<file path="config.mk">
export PLATFORM = sky130hd
export DESIGN_NAME = wb_port_arbiter
export DESIGN_NICKNAME = d
export VERILOG_FILES = /design/src/rtl/wb_port_arbiter.sv
export SDC_FILE = /design/constraint.sdc
export NUM_CORES = 1
export LEC_CHECK = 0
export CORE_ASPECT_RATIO = 1.75
export CORE_MARGIN = 4
export CORE_UTILIZATION = 52
export CTS_BUF_LIST = sky130_fd_sc_hd__clkbuf_8
export DETAILED_ROUTE_END_ITERATION = 8
export HOLD_SLACK_MARGIN = 0.08
export PLACE_DENSITY = 0.83
export REMOVE_ABC_BUFFERS = 1
export SYNTH_ARGS = -nofsm -noshare
export SYNTH_HDL_FRONTEND = slang
export SYNTH_SLANG_ARGS = --single-unit
</file>
<file path="constraint.sdc">
create_clock -name clk -period 6.4 [get_ports clk]
set_input_delay 1.92 -clock clk [delete_from_list [all_inputs] [get_ports clk]]
set_output_delay 1.92 -clock clk [all_outputs]
set_load 0.03 [all_outputs]
</file>
<file path="src/rtl/wb_port_arbiter.sv">
// Register-file write-back arbiter: load returns always win, losing ALU writes queue in an in-order skid FIFO.
// Latency: 1 cycle from input to rf_we; a buffered ALU write waits 1 cycle per entry ahead plus 1 per intervening load.
// Backpressure: alu_stall is high while the FIFO is full (registered state only); loads are never stalled.
// Optional WB_TRACE_EN adds registered trace_* outputs that mirror each register-file write and its source.
module wb_port_arbiter #(
    parameter int DEPTH  = 2,
    parameter int DATA_W = 32,
    parameter int SEL_W  = 6,
    localparam int CNT_W = $clog2(DEPTH + 1),
    localparam int PTR_W = $clog2(DEPTH)
) (
    input  logic              clk,
    input  logic              rst,
    input  logic              alu_we_in,
    input  logic [SEL_W-1:0]  alu_rd_in,
    input  logic [DATA_W-1:0] alu_result_in,
    output logic              alu_stall,
    input  logic              ld_valid,
    input  logic [SEL_W-1:0]  ld_rd,
    input  logic [DATA_W-1:0] ld_data,
    output logic              rf_we,
    output logic [SEL_W-1:0]  rf_rd,
    output logic [DATA_W-1:0] rf_wdata,
    output logic [CNT_W-1:0]  pending_count,
    input  logic [SEL_W-1:0]  rs_sel,
    output logic              fwd_hit,
    output logic [DATA_W-1:0] fwd_data
`ifdef WB_TRACE_EN
    ,
    output logic              trace_valid,
    output logic [SEL_W-1:0]  trace_rd,
    output logic [DATA_W-1:0] trace_data,
    output logic              trace_src
`endif
);

    // Skid FIFO storage; only entries below pending_count are meaningful.
    logic [SEL_W-1:0]  q_rd   [DEPTH];
    logic [DATA_W-1:0] q_data [DEPTH];
    logic [PTR_W-1:0]  head;
    logic [PTR_W-1:0]  tail;

    logic              alu_acc;
    logic              alu_nz;
    logic              ld_eff;
    logic              fifo_empty;
    logic              push;
    logic              pop;

    logic              out_we_nxt;
    logic [SEL_W-1:0]  out_rd_nxt;
    logic [DATA_W-1:0] out_data_nxt;
    logic              out_src_nxt;

    // Stall depends only on the occupancy register, so no input reaches it combinationally.
    assign alu_stall  = (pending_count == CNT_W'(DEPTH));
    assign fifo_empty = (pending_count == '0);
    assign alu_acc    = alu_we_in & ~alu_stall;
    // x0 requests are accepted but never stored or written.
    assign alu_nz     = alu_acc & (alu_rd_in != '0);
    assign ld_eff     = ld_valid & (ld_rd != '0);
    assign push       = alu_nz & (ld_eff | ~fifo_empty);
    assign pop        = ~ld_eff & ~fifo_empty;

    // Output-stage source select: load, then FIFO head, then ALU bypass.
    always_comb begin
        out_we_nxt   = 1'b0;
        out_rd_nxt   = rf_rd;
        out_data_nxt = rf_wdata;
        out_src_nxt  = 1'b0;
        if (ld_eff) begin
            out_we_nxt   = 1'b1;
            out_rd_nxt   = ld_rd;
            out_data_nxt = ld_data;
            out_src_nxt  = 1'b1;
        end else if (!fifo_empty) begin
            out_we_nxt   = 1'b1;
            out_rd_nxt   = q_rd[head];
            out_data_nxt = q_data[head];
        end else if (alu_nz) begin
            out_we_nxt   = 1'b1;
            out_rd_nxt   = alu_rd_in;
            out_data_nxt = alu_result_in;
        end
    end

    // Output register; select and data hold their last values on idle cycles.
    always_ff @(posedge clk) begin
        if (rst) begin
            rf_we    <= 1'b0;
            rf_rd    <= '0;
            rf_wdata <= '0;
        end else begin
            rf_we <= out_we_nxt;
            if (out_we_nxt) begin
                rf_rd    <= out_rd_nxt;
                rf_wdata <= out_data_nxt;
            end
        end
    end

    // FIFO pointers and occupancy; push at full cannot happen because acceptance is stall-gated.
    always_ff @(posedge clk) begin
        if (rst) begin
            head          <= '0;
            tail          <= '0;
            pending_count <= '0;
        end else begin
            if (push) tail <= tail + PTR_W'(1);
            if (pop)  head <= head + PTR_W'(1);
            if (push && !pop)
                pending_count <= pending_count + CNT_W'(1);
            else if (pop && !push)
                pending_count <= pending_count - CNT_W'(1);
        end
    end

    // FIFO payload storage needs no reset; validity comes from pending_count.
    always_ff @(posedge clk) begin
        if (push) begin
            q_rd[tail]   <= alu_rd_in;
            q_data[tail] <= alu_result_in;
        end
    end

    // Forwarding lookup: scan oldest to newest so the newest matching value wins.
    always_comb begin
        logic [PTR_W-1:0] idx;
        fwd_hit  = 1'b0;
        fwd_data = '0;
        idx      = '0;
        if (rs_sel != '0) begin
            if (rf_we && (rf_rd == rs_sel)) begin
                fwd_hit  = 1'b1;
                fwd_data = rf_wdata;
            end
            for (int i = 0; i < DEPTH; i++) begin
                idx = head + PTR_W'(i);
                if ((CNT_W'(i) < pending_count) && (q_rd[idx] == rs_sel)) begin
                    fwd_hit  = 1'b1;
                    fwd_data = q_data[idx];
                end
            end
        end
    end

`ifdef WB_TRACE_EN
    // Trace mirror of each register-file write, updated on the same edges as rf_*.
    always_ff @(posedge clk) begin
        if (rst) begin
            trace_valid <= 1'b0;
            trace_rd    <= '0;
            trace_data  <= '0;
            trace_src   <= 1'b0;
        end else begin
            trace_valid <= out_we_nxt;
            if (out_we_nxt) begin
                trace_rd   <= out_rd_nxt;
                trace_data <= out_data_nxt;
                trace_src  <= out_src_nxt;
            end
        end
    end
`endif

endmodule

</file>
==> results of run 1 <==
-- cells in the mapped netlist (all sizes together) --
cell,number
a21oi,35
or3,2
o21bai,1
mux2i,59
o22ai,15
dfxtp,44
a311o,1
o21ai,44
nor4,4
nand2,4
or4,2
clkbuf,33
inv,4
nand3,5
buf,22
a211oi,31
o2bb2ai,1
a31oi,1
ha,3
xor2,6
a311oi,2
nor2b,1
o31ai,3
nand4,1
edfxtp,76
a221oi,32
o31a,1
and2,2
a21boi,1
nor3b,1
nor3,31
mux2,18
nor2,114
xnor2,14
a22oi,6
-- state kept, by name (all words and copies together) (netlist names), named ones only --
register / cells
pending_count: 2
q_data: 64
rf_we: 1
tail: 1
rf_rd: 6
rf_wdata: 32
head: 1
q_rd: 12
-- per-layer routing --
| layer | vias up | GRT usage |
|---|---|---|
| met5 | - | 0 |
| met4 | 0 | 0.1733 |
| met3 | 66 | 0.04735 |
| met2 | 291 | 0.4991 |
| met1 | 2804 | 0.2944 |
| li1 | 2632 | - |
-- repair_timing --
item,4_1_cts,5_1_grt
buffers inserted,0,0
endpoints found under the hold margin,0,0
resized for setup,0,1
endpoints found under the setup margin,0,1
-- report_power, final --
part / switching, mW / total (mW) / internal, mW / leakage (nW)
logic: 0.731 / 1.20 / 0.473 / 1.70
clock network: 0.317 / 0.753 / 0.436 / 0.209
registers: 0.120 / 1.11 / 0.993 / 1.07
-- metrics by stage --
step	area, um^2	hold WS, ps	setup TNS [ps]
2_1_floorplan	6327	498.3	-95960
3_3_place_gp	8318	505.5	0
3_5_place_dp	8318	520.5	0
4_1_cts	8763	534.0	0
5_1_grt	8770	566.6	0
6_report	8770	533.4	0
-- tightest hold or removal path, stage by stage (launching register included) --
cell	delay [ps]
dfxtp_1	340
nor2_1	110
nor3_1	50
-- cell type report --
type | count | share of cell area
inverter | 4 | 0.001712
clock inverter | 14 | 0.02254
timing repair buffer | 177 | 0.1972
clock buffer | 18 | 0.02825
sequential | 120 | 0.3610
multi-input combinational | 441 | 0.3654
tap | 168 | 0.02397
-- kinds of logic (layout without fill, tap and decap cells) --
| kind of cell | count (synthesis) | after routing | share of synthesized area |
|---|---|---|---|
| flops | 120 | 120 | 0.4792 |
| mux | 77 | 77 | 0.1221 |
| xor+xnor | 20 | 20 | 0.02654 |
| fa+ha+maj | 3 | 3 | 0.005688 |
| compound gates | 174 | 174 | 0.2119 |
| simple gates | 167 | 167 | 0.1109 |
| buf+inv | 59 | 213 | 0.04360 |
-- layout by cell type (no fill, tap or decap), drive strengths merged --
master | synthesis | layout
o2bb2ai | 1 | 1
o31ai | 3 | 3
a31oi | 1 | 1
xor2 | 6 | 6
or4 | 2 | 2
nor2 | 114 | 114
a21oi | 35 | 35
or3 | 2 | 2
o22ai | 15 | 15
mux2 | 18 | 18
nor4 | 4 | 4
nand3 | 5 | 5
clkbuf | 33 | 18
nor3b | 1 | 1
nand2 | 4 | 4
a311o | 1 | 1
ha | 3 | 3
clkdlybuf4s50 | 0 | 126
clkinvlp | 0 | 4
a311oi | 2 | 2
o31a | 1 | 1
clkinv | 0 | 5
dfxtp | 44 | 44
a221oi | 32 | 32
xnor2 | 14 | 14
a21boi | 1 | 1
buf | 22 | 51
edfxtp | 76 | 76
and2 | 2 | 2
nor2b | 1 | 1
mux2i | 59 | 59
o21ai | 44 | 44
inv | 4 | 5
nor3 | 31 | 31
a211oi | 31 | 31
o21bai | 1 | 1
nand4 | 1 | 1
bufinv | 0 | 4
a22oi | 6 | 6
-- path summary, 6_finish.rpt --
| path | startpoint | cells past startpoint | slack (ps) | end |
|---|---|---|---|---|
| setup / recovery | rs_sel[3] | 8 | 170 | fwd_data[14] |
| hold / removal | rf_rd[2] | 2 | 530 | rf_rd[2] |
| setup reg to reg | pending_count[0] | 6 | 3280 | q_data[0][30] |
| hold reg to reg | rf_rd[2] | 2 | 530 | rf_rd[2] |
==> impl_metrics.toml, run 1 <==
[global_route]
grt_max_degree = 75
grt_pass1_wl_um = 31110
grt.overflow.total = 0
first_global_vias = 6115
grtUsageTotal = 0.2764
antenna_found_initial = 0

[logic_synthesis]
syn_area_um2 = 6600
synth_area_per_cell_um2 = 10.65
ys_ff_latch = 120
synth_seq_area_share = 0.4792
ys_types = 44
synth_top_area_share = 0.3458
ys_top_cells_by_area = "edfxtp_1, dfxtp_1, mux2i_1"
syn_inst = 620
synth_top_cell_by_area = "edfxtp_1"
yosysWarnings = 0

[floorplan]
ioPinCount = 161
row_count = 54
fp.coreArea_um2 = 12430
die_x_um = 93.17
die_h_um = 157.0
initial_utilization = 0.5309
die-area_um2 = 14630

[place]
dp_hpwl_um = 13210
place_congestion = 0.8775
pre_cts_ws_ps = 123.8
port_buffers = 160
post-place-cells = 910

[timing]
layout_min_cycle_time_ps = 6226
rsz0062_at_grt = "no"
setup_violations = 0
timing.final.ws_setup_ps = 173.9
maxSlewHeadroom = 0.3308
finalHoldViolations = 0
finalClockSkew_ps = 8.093
tightest_slew_ps = 1004
fin_crit_sh = 0.9728
slew_viol_final = 0
max_freq_mhz = 160.6

[routing]
wl_per_cell_um = 21.31
first_iter_violations = 447
drt-vias-per-instance = 6.150
dr.max_layer_used = "met4"
final_antenna_net_count = 0
detail_route.first_pass.iterations = 5
num_vias = 5793
routed_wl_um = 20080
drc = 0
wl_met1_um = 7137
wl_met3_um = 1197
met2WireLength_um = 10740

[power_and_ir_drop]
p_leak_nw = 2.980
total_power_mw = 3.070
peakVddDrop_mv = 0.3144
powerDensity_nw_per_um2 = 350.1

[cells_and_area]
fillers = 946
fin_nets = 850
instances_no_fill = 942
seqCellArea_um2 = 3166
area_growth_pct = 32.87
fin_util = 0.7054
drive_gt1_frac = 0.2080
num_antenna_cells = 0
multiInputGateArea_um2 = 3204

[worst_setup_path]
crit_path_top_delay_cell = "clkdlybuf4s50_1"
cp-end-kind = "primary output"
worst-path-buf-inv = 3
cp_cell_sequence = "clkdlybuf4s50_1 -> xnor2_1 -> nor4_2 -> and2_1 -> buf_4 -> a221oi_2 -> a211oi_2 -> buf_4"
crit_top_cell = "buf_4"
crit_family = "buffers and inverters"
start_kind = "primary input"
cp.required_ps = 4480
cp_slowest_stage_delay_ps = 580
worstSetupPathType = "in2out"
cp_max_fo = 19
cp.arrival_ps = 4310

[cts]
clock_path_buffers = 2
clkTransAtPathRegs_ps = 80
cts_tree = "built"
root_buffer = "clkbuf_8"
clkLatencyLatePin_ps = 440
cts.sinks = 120
htreeDepth = 4
cts_buffers = 17
ctsHoldBuffers = 0

[hold_path]
hp-class = "reg2reg"

[run]
drv_cap = 0

[status]
status = "completed"
No activity file was read; power rests on OpenSTA's default activity.
==> run 2: changes to the inputs <==
--- a/config.mk
+++ b/config.mk
@@ -9,6 +9,7 @@
 export CORE_MARGIN = 4
 export CORE_UTILIZATION = 52
 export CTS_BUF_LIST = sky130_fd_sc_hd__clkbuf_8
+export CTS_CLUSTER_SIZE = 10
 export DETAILED_ROUTE_END_ITERATION = 8
 export HOLD_SLACK_MARGIN = 0.08
 export PLACE_DENSITY = 0.83
==> results of run 2 <==
The final DEF is identical to that of run 1; final timing and power are the same.
==> run 3: changes to the inputs <==
--- a/config.mk
+++ b/config.mk
@@ -7,12 +7,11 @@
 export LEC_CHECK = 0
 export CORE_ASPECT_RATIO = 1.75
 export CORE_MARGIN = 4
-export CORE_UTILIZATION = 52
+export CORE_UTILIZATION = 40
 export CTS_BUF_LIST = sky130_fd_sc_hd__clkbuf_8
 export CTS_CLUSTER_SIZE = 10
 export DETAILED_ROUTE_END_ITERATION = 8
-export HOLD_SLACK_MARGIN = 0.08
-export PLACE_DENSITY = 0.83
+export PLACE_DENSITY = 0.67
 export REMOVE_ABC_BUFFERS = 1
 export SYNTH_ARGS = -nofsm -noshare
 export SYNTH_HDL_FRONTEND = slang
==> impl_metrics.toml, run 3 (synthesis gave the netlist of run 1 again) <==
[hold_path]
worstHoldPathCells = 2
hp-class = "reg2reg"
worstHoldStart = "rf_wdata[4]"
min_delay_worst_endpoint = "rf_wdata[4]"

[cts]
htreeDepth = 4
clkLatencyLatePin_ps = 420
ctsResizeCount = 0
root_buffer = "clkbuf_8"
ctsHoldBuffers = 0
cts.sinks = 120
postCtsSetupBuffers = 0
cts_tree = "built"
cts_buffers = 17
clock_path_buffers = 2
clkTransAtPathRegs_ps = 70

[global_route]
antenna_found_initial = 0
grt.overflow.total = 0
grtUsageTotal = 0.2232
first_global_vias = 6171
grt_pass1_wl_um = 32290
grt_max_degree = 50
grt_use_met2 = 0.4236
gr-usage-met3 = 0.03750
busiest_layer = "met2"
grtUsageMet1 = 0.2283

[cells_and_area]
fin_util = 0.5479
fillers = 1415
num_antenna_cells = 0
layout_commonest_cell = "clkdlybuf4s50_1"
drive_gt1_frac = 0.2138
largest_reg_flops = 64
fin_nets = 857
multiInputGateArea_um2 = 3193
instances_no_fill = 970
regMostFlops = "q_data"
reg_top3 = "q_data (64), rf_wdata (32), q_rd (12)"
seqCellArea_um2 = 3166
final_cell_mix = "clkdlybuf4s50_1, nor2_1, edfxtp_1"
area_growth_pct = 33.04

[place]
place_congestion = 0.8448
pre_cts_ws_ps = 138.2
post-place-cells = 938
dp_hpwl_um = 14620
port_buffers = 160

[floorplan]
ioPinCount = 161
die-area_um2 = 18700
fp.coreArea_um2 = 16030
row_count = 61
die_h_um = 177.9
initial_utilization = 0.4118
die_x_um = 105.1

[timing]
fin_crit_sh = 0.9769
setup_violations = 0
holdWs_ps = 528.3
tightest_slew_ps = 1055
timing.final.ws_setup_ps = 148.1
finalClockSkew_ps = 14.33
finalSetupTns_ps = 0
layout_min_cycle_time_ps = 6252
rsz0062_at_grt = "no"
max_freq_mhz = 160.0
slew_viol_final = 0
maxSlewHeadroom = 0.2968
finalHoldViolations = 0

[power_and_ir_drop]
peakVddDrop_mv = 0.2126
p_leak_nw = 3.003
powerDensity_nw_per_um2 = 345.4

[worst_setup_path]
crit-reg2reg-launch = "pending_count[0]"
worstSetupPathType = "in2out"
reg2reg_to = "q_data[1][10]"
cp-end-kind = "primary output"
start_kind = "primary input"
r2r_setup_slack_ps = 3300
cp_max_fo = 27
r2r_cells = 5
cp.required_ps = 4480
cp.arrival_ps = 4330

[routing]
routed_wl_um = 21150
first_iter_violations = 282
wl_per_cell_um = 21.80
detail_route.first_pass.iterations = 5
drt-vias-per-instance = 5.878
final_antenna_net_count = 0
drc = 0
num_vias = 5702

[status]
status = "completed"

[run]
drv_cap = 0
run 3: cell types whose count changed in the layout (fill, tap and decap cells not counted), sizes merged:
cell,before,now
buf,51,58
bufinv,4,3
clkbuf,18,19
clkinv,5,6
inv,5,4
run 3: worst max-delay path by stage:
stage | to | startpoint | cells past startpoint | slack, ps
3_3_place_gp | fwd_data[10] | rs_sel[4] | 9 | 150
6_report | fwd_data[10] | rs_sel[4] | 9 | 150
3_5_place_dp | fwd_data[10] | rs_sel[4] | 9 | 140
5_1_grt | fwd_data[10] | rs_sel[4] | 9 | 80
2_1_floorplan | fwd_data[21] | rs_sel[4] | 4 | -3350
4_1_cts | fwd_data[10] | rs_sel[4] | 9 | 130
run 3: cell type report:
type | count | area share
clock buffers | 19 | 0.02978
clock inverters | 13 | 0.01738
inverters | 4 | 0.001710
multi-input cells | 441 | 0.3636
flip-flops and latches | 120 | 0.3605
well taps | 189 | 0.02693
repair buffers | 184 | 0.2001
run 3: stage by stage:
step                      area (um^2)  power, mW
final                            8781      3.033
after global routing             8781      3.191
after CTS                        8781      3.048
after detailed placement         8367      2.335
after global placement           8367      2.308
after floorplan                  6327      1.873
run 3: worst max-delay path, cell delays in order:
cell and delay (ps):
clkdlybuf4s50_1 530, xnor2_1 180, or3_1 350, nor4_4 320, buf_4 230, buf_12 220
a221oi_2 60, a211oi_2 300, buf_4 220
run 3: metal layers:
layer	part of all wire	vias up
li1	-	2639
met1	0.36	2772
met2	0.55	234
met3	0.049	57
met4	0.040	0
met5	0	-
run 3: power breakdown:
group          internal (mW)  switching [mW]
logic                  0.480           0.729
registers              0.992           0.120
clock network          0.402           0.311
total                   1.87            1.16
